[src/rtl/axi_vdma_pkg.sv]
// axi_vdma_pkg: shared state encoding and AXI beat/boundary constants
package axi_vdma_pkg;
  typedef enum logic [2:0] {IDLE, CALC, REQ, WAIT_DONE, FIN, ERR} state_t;
  localparam int BEAT_BYTES_LOG2 = 5;
  localparam int BOUNDARY_BYTES = 4096;
endpackage

[src/rtl/axi_burst_len_calc.sv]
// axi_burst_len_calc: burst length limited by remaining beats, MAX_BURST and the next 4 KB boundary
module axi_burst_len_calc
  import axi_vdma_pkg::*;
#(
  parameter int LSIZE = 10,
  parameter int TSIZE = 24,
  parameter int MAX_BURST = 128
) (
  input  logic [11:0]      cur_addr,
  input  logic [TSIZE-1:0] remaining,
  output logic [LSIZE-1:0] blen
);
  logic [12:0] span;
  logic [31:0] to_4k;
  logic [31:0] lim;
  // beats left before the 4 KB page ends, then clamp to the burst and transfer limits
  always_comb begin
    span = 13'(BOUNDARY_BYTES) - {1'b0, cur_addr};
    to_4k = 32'(span >> BEAT_BYTES_LOG2);
    lim = (to_4k < 32'(MAX_BURST)) ? to_4k : 32'(MAX_BURST);
    blen = (32'(remaining) < lim) ? LSIZE'(remaining) : LSIZE'(lim);
  end
endmodule

[src/rtl/axi_wr_burst_splitter.sv]
// axi_wr_burst_splitter: splits a linear write transfer into 4 KB-safe INCR bursts for the write core
module axi_wr_burst_splitter
  import axi_vdma_pkg::*;
#(
  parameter int LSIZE = 10,
  parameter int ASIZE = 32,
  parameter int TSIZE = 24,
  parameter int MAX_BURST = 128,
  parameter int TIMEOUT = 4096
) (
  input  logic             axi_aclk,
  input  logic             axi_resetn,
  input  logic             start,
  input  logic [ASIZE-1:0] base_addr,
  input  logic [TSIZE-1:0] total_beats,
  output logic             busy,
  output logic             done,
  output logic             err,
  output logic             write_req,
  output logic [LSIZE-1:0] req_len,
  output logic [ASIZE-1:0] req_addr,
  input  logic             req_resp,
  input  logic             req_done
);
  state_t state_q, state_d;
  logic [ASIZE-1:0] addr_q, addr_d, req_addr_q, req_addr_d;
  logic [TSIZE-1:0] rem_q, rem_d, nxt_rem;
  logic [LSIZE-1:0] req_len_q, req_len_d, blen;
  logic [31:0] tcnt_q, tcnt_d;
  logic busy_q, busy_d, done_q, done_d, err_q, err_d, write_req_q, write_req_d;
  logic timeout;

  axi_burst_len_calc #(.LSIZE(LSIZE), .TSIZE(TSIZE), .MAX_BURST(MAX_BURST)) u_calc (
    .cur_addr (addr_q[11:0]),
    .remaining(rem_q),
    .blen     (blen)
  );

  // next state, datapath updates and outputs decoded from the next state
  always_comb begin
    state_d = state_q;
    addr_d = addr_q;
    rem_d = rem_q;
    req_len_d = req_len_q;
    req_addr_d = req_addr_q;
    tcnt_d = tcnt_q;
    nxt_rem = rem_q - TSIZE'(req_len_q);
    timeout = (TIMEOUT != 0) && (tcnt_q == 32'(TIMEOUT - 1));
    case (state_q)
      IDLE: if (start) begin
        addr_d = {base_addr[ASIZE-1:BEAT_BYTES_LOG2], {BEAT_BYTES_LOG2{1'b0}}};
        rem_d = total_beats;
        state_d = (total_beats == '0) ? FIN : CALC;
      end
      CALC: begin
        req_len_d = blen;
        req_addr_d = addr_q;
        tcnt_d = '0;
        state_d = REQ;
      end
      REQ: begin
        tcnt_d = tcnt_q + 32'd1;
        state_d = timeout ? ERR : req_resp ? WAIT_DONE : REQ;
      end
      WAIT_DONE: begin
        tcnt_d = tcnt_q + 32'd1;
        if (req_done) begin
          rem_d = nxt_rem;
          addr_d = addr_q + (ASIZE'(req_len_q) << BEAT_BYTES_LOG2);
          state_d = (nxt_rem == '0) ? FIN : CALC;
        end else if (timeout) state_d = ERR;
      end
      FIN: state_d = done_q ? IDLE : FIN;
      default: state_d = IDLE;
    endcase
    busy_d = (state_d != IDLE) && !(state_d == FIN && state_q == FIN);
    done_d = (state_d == FIN) && (state_q != IDLE);
    err_d = (state_d == ERR);
    write_req_d = (state_d == REQ);
  end

  // state and output registers, cleared asynchronously
  always_ff @(posedge axi_aclk or negedge axi_resetn) begin
    if (!axi_resetn) begin
      state_q <= IDLE;
      addr_q <= '0;
      rem_q <= '0;
      req_len_q <= '0;
      req_addr_q <= '0;
      tcnt_q <= '0;
      busy_q <= 1'b0;
      done_q <= 1'b0;
      err_q <= 1'b0;
      write_req_q <= 1'b0;
    end else begin
      state_q <= state_d;
      addr_q <= addr_d;
      rem_q <= rem_d;
      req_len_q <= req_len_d;
      req_addr_q <= req_addr_d;
      tcnt_q <= tcnt_d;
      busy_q <= busy_d;
      done_q <= done_d;
      err_q <= err_d;
      write_req_q <= write_req_d;
    end
  end

  assign busy = busy_q;
  assign done = done_q;
  assign err = err_q;
  assign write_req = write_req_q;
  assign req_len = req_len_q;
  assign req_addr = req_addr_q;
endmodule

[config.mk]
export PLATFORM = sky130hd
export DESIGN_NAME = axi_wr_burst_splitter
export DESIGN_NICKNAME = d
export VERILOG_FILES = /design/src/rtl/axi_vdma_pkg.sv /design/src/rtl/axi_burst_len_calc.sv /design/src/rtl/axi_wr_burst_splitter.sv
export SDC_FILE = /design/constraint.sdc
export NUM_CORES = 1
export LEC_CHECK = 0
export ABC_CLOCK_PERIOD_IN_PS = 10300
export CAP_MARGIN = 15
export CORE_MARGIN = 8
export CORE_UTILIZATION = 57
export CTS_CLUSTER_DIAMETER = 60
export DETAILED_ROUTE_END_ITERATION = 7
export GPL_TIMING_DRIVEN = 0
export PLACE_DENSITY_LB_ADDON = 0.1
export SLEW_MARGIN = 10
export SYNTH_ARGS = -nofsm -noshare
export SYNTH_HDL_FRONTEND = slang
export SYNTH_SLANG_ARGS = --single-unit
[constraint.sdc]
create_clock -name axi_aclk -period 10.3 [get_ports axi_aclk]
set_clock_uncertainty 0.15 [all_clocks]
set_input_delay 1.03 -clock axi_aclk [delete_from_list [all_inputs] [get_ports axi_aclk]]
set_output_delay 1.03 -clock axi_aclk [all_outputs]
set_load 0.05 [all_outputs]
Word-level counts from Yosys, hierarchy flattened
Index checks and enable logic that the tools add are counted.
{"block": "totals", "register_bits": 137, "latch_bits": 0, "mem_bits_rw": 0, "rom_bits": 0, "in_bits": 61, "out_inout_bits": 46, "elab_cells": 57, "mem_count": 0}
{"block": "classes", "add_sub_neg": 4, "multipliers": 0, "div": 0, "n_lt_le_gt_ge": 2, "eq_ne": 10, "shifts": 0, "muxes": 18, "n_bitwise": 0, "n_reduce_logical": 13}
{"operator": "case mux 32 bit (2 select lines)", "count": 2}
{"operator": "2-to-1 mux 32 bit", "count": 2}
{"operator": "logical NOT 24 bit", "count": 2}
{"operator": "2-to-1 mux 24 bit", "count": 2}
{"operator": "case mux 24 bit (2 select lines)", "count": 1}
{"operator": "adder 32 x 1 -> 32 bit (second input constant)", "count": 1}
{"operator": "adder 32 x 15 -> 32 bit", "count": 1}
{"operator": "== test 32 x 12 -> 1 bit (second input constant)", "count": 1}
{"operator": "less-than comparator 24 x 32 -> 1 bit", "count": 1}
{"operator": "subtractor 24 x 10 -> 24 bit", "count": 1}
{"operator": "2-to-1 mux 3 bit", "count": 7}
{"operator": "case mux 3 bit (5 select lines)", "count": 1}
{"operator": "subtractor 13 x 12 -> 13 bit (first input constant)", "count": 1}
{"operator": "2-to-1 mux 10 bit", "count": 1}
{"operator": "== test 3 x 2 -> 1 bit (second input constant)", "count": 3}
{"operator": "== test 3 bit (second input constant)", "count": 3}
{"operator": "less-than comparator 8 bit (second input constant)", "count": 1}
{"operator": "2-to-1 mux 8 bit", "count": 1}
{"operator": "nonzero test 3 bit", "count": 2}
{"operator": "!= test 2 bit (second input constant)", "count": 2}
{"operator": "nonzero test 2 bit", "count": 2}
{"operator": "== test 3 x 1 -> 1 bit (second input constant)", "count": 1}
{"operator": "logical AND 1 bit", "count": 3}
{"operator": "logical NOT 3 bit", "count": 1}
{"operator": "other kinds (4)", "count": 4}

Longest topological paths before layout
{"block": "logic_depth", "word_depth": 9, "mapped_depth": 14}

By module
From an unflattened synthesis, not the netlist that was laid out.
{"block": "hier_totals", "cells_unflattened": 982, "hier_area_um2": 7987.7}
{"module": "axi_wr_burst_splitter", "n_inst": 1, "cells_per_inst": 924, "area_per_inst_um2": 7531.0, "seq_area_each_um2": 3178.0}
{"module": "axi_burst_len_calc", "n_inst": 1, "cells_per_inst": 58, "area_per_inst_um2": 456.7, "seq_area_each_um2": 0.0}

Worst setup path before layout
OpenSTA, ideal clock, no wires.
{"block": "synth_timing", "path_kind": "register to register", "start": "reg req_len_q[0], in the netlist req_len[0]", "end": "reg done_q, in the netlist done", "setup_ns": 0.066, "arrival_ns": 3.232, "slack_ns": 6.851, "path_stages_with_launch": 11, "path_buffers": 0, "period_less_slack_ns": 3.449, "path_cell_list": "dfrtp_1 ha_1 fa_1 nand2b_1 a211oi_1 o21a_1 mux2i_1 a2111o_1 nor4_4 a31o_1 and3b_1"}
{"block": "synth_between", "elab_chain_cells": 7}
{"element": "from (decl)", "line": "axi_wr_burst_splitter.sv:28", "rtl": "logic [LSIZE-1:0] req_len_q, req_len_d, blen;"}
{"element": "from (signal assigned)", "line": "axi_wr_burst_splitter.sv:99", "rtl": "req_len_q <= req_len_d;"}
{"element": "subtractor 24 x 10 -> 24 bit", "line": "axi_wr_burst_splitter.sv:47", "rtl": "nxt_rem = rem_q - TSIZE'(req_len_q);"}
{"element": "logical NOT 24 bit", "line": "axi_wr_burst_splitter.sv:70", "rtl": "state_d = (nxt_rem == '0) ? FIN : CALC;"}
{"element": "2-to-1 mux 3 bit", "line": "axi_wr_burst_splitter.sv:70"}
{"element": "2-to-1 mux 3 bit", "line": "axi_wr_burst_splitter.sv:67", "rtl": "if (req_done) begin"}
{"element": "case mux 3 bit (5 select lines)", "line": "axi_wr_burst_splitter.sv:49", "rtl": "case (state_q)"}
{"element": "net state_d[2]", "line": "axi_wr_burst_splitter.sv:25", "rtl": "state_t state_q, state_d;"}
{"element": "== test 3 bit", "line": "axi_wr_burst_splitter.sv:77", "rtl": "done_d = (state_d == FIN) && (state_q != IDLE);"}
{"element": "logical AND 1 bit", "line": "axi_wr_burst_splitter.sv:77"}
{"element": "net done_d", "line": "axi_wr_burst_splitter.sv:30", "rtl": "logic busy_q, busy_d, done_q, done_d, err_q, err_d, write_req_q, write_req_d;"}
{"element": "to (signal assigned)", "line": "axi_wr_burst_splitter.sv:103", "rtl": "done_q <= done_d;"}
{"element": "to (decl)", "line": "axi_wr_burst_splitter.sv:30"}
The timed path passes the listed nets, and every way through them passes these cells.
A chain may end at the register's enable or synchronous reset.

Worst setup path after layout
{"block": "layout_timing", "start": "in req_done", "end": "reg addr_q[12]"}
{"block": "layout_between", "elab_chain_cells": 2}
{"element": "from (decl)", "line": "axi_wr_burst_splitter.sv:23", "rtl": "input logic req_done"}
{"element": "!= test 2 bit (no source line)"}
{"element": "AND reduction 3 bit (no source line)"}
{"element": "to (signal assigned)", "line": "axi_wr_burst_splitter.sv:97", "rtl": "addr_q <= addr_d;"}
{"element": "to (decl)", "line": "axi_wr_burst_splitter.sv:26", "rtl": "logic [ASIZE-1:0] addr_q, addr_d, req_addr_q, req_addr_d;"}
Every way passes these cells.

==> results.py <==
metrics = {
    "critical_path": {
        "r2r.worst_path.cells": 12,
        "slowest_delay_ns": 0.61,
        "ff2ff_setup_slack_ns": 6.31,
        "arrival_ns": 4.13,
        "crit_chain": "clkdlybuf4s50_1 -> and2_1 -> nand2_1 -> a21oi_1 -> clkbuf_1 -> clkbuf_1 -> buf_1 -> a31oi_1",
        "cp_max_fo": 10,
        "reg2reg_to": "req_len[1]",
        "start_kind": "input port",
        "critPathSlowestCell": "clkdlybuf4s50_1",
        "path_class": "in2reg",
        "cpMostUsedCell": "clkbuf_1",
        "cp.required_ns": 10.42,
        "r2r-start": "addr_q[8]",
        "end_kind": "flip-flop",
    },
    "global_routing": {
        "grt_pass1_vias": 7752,
        "antenna_found_initial": 0,
        "grt_use_total": 0.289,
        "grt_pass1_wl_um": 41300,
        "grt_overflow": 0,
        "grt_max_degree": 74,
    },
    "route": {
        "viasPerCell": 6.39,
        "via_count": 8215,
        "ant_nets": 0,
        "routed_wl_um": 26000,
        "routedWlPerCell_um": 20.2,
        "drt_iter0_drc": 841,
        "drc_errors": 0,
        "drt_pass1_iterations": 5,
    },
    "timing": {
        "setup_ws_ns": 6.28,
        "worst_slew_pin_slew_ns": 0.959,
        "rsz0062_at_grt": "no",
        "maxSlewViolCount": 0,
        "finalHoldViolations": 0,
        "hold_ws_ns": 0.324,
        "period_share": 0.390,
        "relSlewSlack": 0.352,
        "tns_ns": 0,
        "timing.fmax_ghz": 0.249,
        "finalCriticalPeriod_ns": 4.02,
        "setup_viol_count_final": 0,
    },
    "logic_synthesis": {
        "synth_area_leaders": "dfrtp_1 40%, nand2_1 8.2%, ha_1 4.7%",
        "synth_edf_count": 0,
        "synth_top_cell_area_share": 0.396,
        "netlist_instances": 972,
        "ys_ff_latch": 127,
        "ys_seq_area_frac": 0.396,
        "synthFlopType": "dfrtp_1",
        "synthesis.area_mm2": 0.00803,
        "async_flop_share": 1.00,
        "avgSynthCellArea_um2": 8.26,
        "synthDistinctLibCells": 75,
        "synth_area_leader_cell": "dfrtp_1",
        "ys_warn_count": 0,
    },
    "clocking": {
        "cts_buffers": 17,
        "clk_pin_slew_ns": 0.06,
        "postCtsHoldBufs": 0,
        "cts_resized": 0,
        "htreeDepth": 4,
        "ctsRootBufferMaster": "clkbuf_16",
        "cts_buffer_depth": 2,
        "cts_setup_buffers": 0,
        "cts_sinks": 127,
        "clk_latency_ns": 0.43,
        "cts_tree": "done",
    },
    "hold_path": {
        "hold_path.class": "reg2reg",
        "min_path_cells": 2,
        "hp-start": "req_addr[11]",
        "holdPathEnd": "req_addr[11]",
    },
    "layout": {
        "diodes": 0,
        "synthToLayoutAreaGrowth_pct": 22.5,
        "final_cells": 1285,
        "nets": 1185,
        "drive_gt1_frac": 0.0534,
    },
    "power": {
        "p_seq_frac": 0.252,
        "p_sw_mw": 1.75,
        "clkPwrFrac": 0.169,
        "p_comb_frac": 0.579,
        "powerDensity_mw_per_mm2": 355,
        "switching_share": 0.501,
        "ir_drop_mv": 0.243,
        "power_leakage_nw": 4.17,
        "p_int_mw": 1.74,
    },
    "placement": {
        "hpwlAfterDp_um": 18700,
        "dp.cells": 1253,
        "gp_congestion": 0.929,
        "io_buffers": 96,
        "pre_cts_ws_ns": 6.05,
    },
    "flow_run": {
        "drv_cap": 0,
    },
    "die": {
        "fp.dieH_um": 135,
        "initial_core_util": 0.581,
        "die_w_um": 135,
        "core_mm2": 0.0138,
        "rows": 43,
        "design.die.area_mm2": 0.0181,
        "ioPinCount": 107,
    },
    "outcome": {
        "status": "finished clean",
    },
}
Yosys cell counts, types with 3 or more instances:
cell / number
a21o_1: 16
xnor2_1: 5
nand4_1: 16
o22ai_1: 8
or2_2: 4
or3_1: 12
a22oi_1: 5
ha_1: 30
a311oi_1: 5
a21oi_1: 55
a31oi_1: 18
o41ai_1: 4
and4_1: 11
buf_4: 5
dfrtp_1: 127
nand2b_1: 8
buf_1: 7
o22a_1: 3
a2bb2oi_1: 3
and2_1: 16
and3_1: 11
nand2_1: 176
a211oi_1: 19
o31a_1: 3
o21a_1: 6
nor3b_1: 3
nor4_1: 24
o211ai_1: 13
inv_1: 28
clkbuf_1: 46
nor2_1: 61
nor3_1: 21
nand3_1: 51
a41oi_1: 3
o21ai_0: 72
mux2i_1: 8
xor2_1: 10
nor2b_1: 8
mux2_2: 4
a31o_2: 3
o2111ai_1: 3
how the worst max path moves through the flow:
stage | from | depth (start not counted) | slack (ns) | endpoint
2_1_floorplan | req_len[0] | 10 | 6.85 | done
3_3_place_gp | axi_resetn | 1 | 2.91 | req_addr[20]
3_5_place_dp | req_done | 8 | 6.05 | addr_q[12]
4_1_cts | addr_q[8] | 12 | 6.35 | req_len[1]
5_1_grt | addr_q[8] | 12 | 6.04 | req_len[1]
6_report | req_done | 8 | 6.28 | addr_q[12]
per-stage QoR:
step	util	total power, mW	area, um2
finish	0.711	3.49	9830
global route	0.711	3.71	9830
CTS	0.711	3.45	9830
detailed placement	0.670	2.84	9260
global placement	0.667	2.80	9230
floorplan	-	2.23	8040
layout make-up:
cell class | count | area [um2]
multi-input cells | 760 | 4500
flip-flops and latches | 127 | 3180
well taps | 180 | 225
clock buffers | 20 | 467
repair buffers | 97 | 990
plain buffers | 61 | 264
inverters | 28 | 105
clock inverters | 12 | 110
fillers | 1100 | 3990
worst max-delay path, delay by kind of cell:
kind | cells | cell delay, ns
AO/OA/AOI/OAI | 2 | 0.63
buffers and inverters | 4 | 2.13
AND/OR/NAND/NOR | 2 | 0.34
power by group through the flow:
stage                     Clock (mW)  Sequential [mW]  Combinational, mW
after floorplan                    0             1.05               1.18
after global placement             0            0.870               1.93
after detailed placement           0            0.875               1.96
after CTS                      0.592            0.870               1.99
after global routing           0.613            0.898               2.20
final                          0.589            0.881               2.02
cell usage in the layout (no fill, tap or decap), drive strengths merged, types with 11 or more instances in the layout:
cell,Yosys,routed
nand2,176,176
dfrtp,127,127
clkdlybuf4s50,0,95
o21ai,73,73
clkbuf,46,66
nor2,61,61
a21oi,56,56
nand3,51,51
ha,30,30
inv,28,29
nor4,25,25
nor3,21,21
a211oi,20,20
a31oi,18,18
buf,15,17
a21o,16,16
nand4,16,16
and2,16,16
o211ai,13,13
or3,12,12
and4,11,11
and3,11,11
registers in the layout (all words and copies together), names as in the netlist:
name / count
done: 1
req_len: 10
err: 1
write_req: 1
state_q: 3
rem_q: 24
tcnt_q: 32
addr_q: 27
req_addr: 27
busy: 1
routing by layer:
| layer | GRT usage | vias up | wire [um] |
|---|---|---|---|
| met5 | 0 | - | 0 |
| met1 | 0.391 | 3890 | 11100 |
| met2 | 0.435 | 496 | 11500 |
| met3 | 0.0691 | 50 | 2710 |
| met4 | 0.113 | 0 | 699 |
| li1 | - | 3779 | - |
cell families after synthesis:
| family | share of synthesized area |
|---|---|
| compound gates | 0.210 |
| simple gates | 0.264 |
| fa+ha+maj | 0.0517 |
| xor+xnor | 0.0164 |
| mux | 0.0156 |
| other cells | 0.000467 |
| flops | 0.396 |
| buf+inv | 0.0460 |
(Power assumes the default switching activity.)
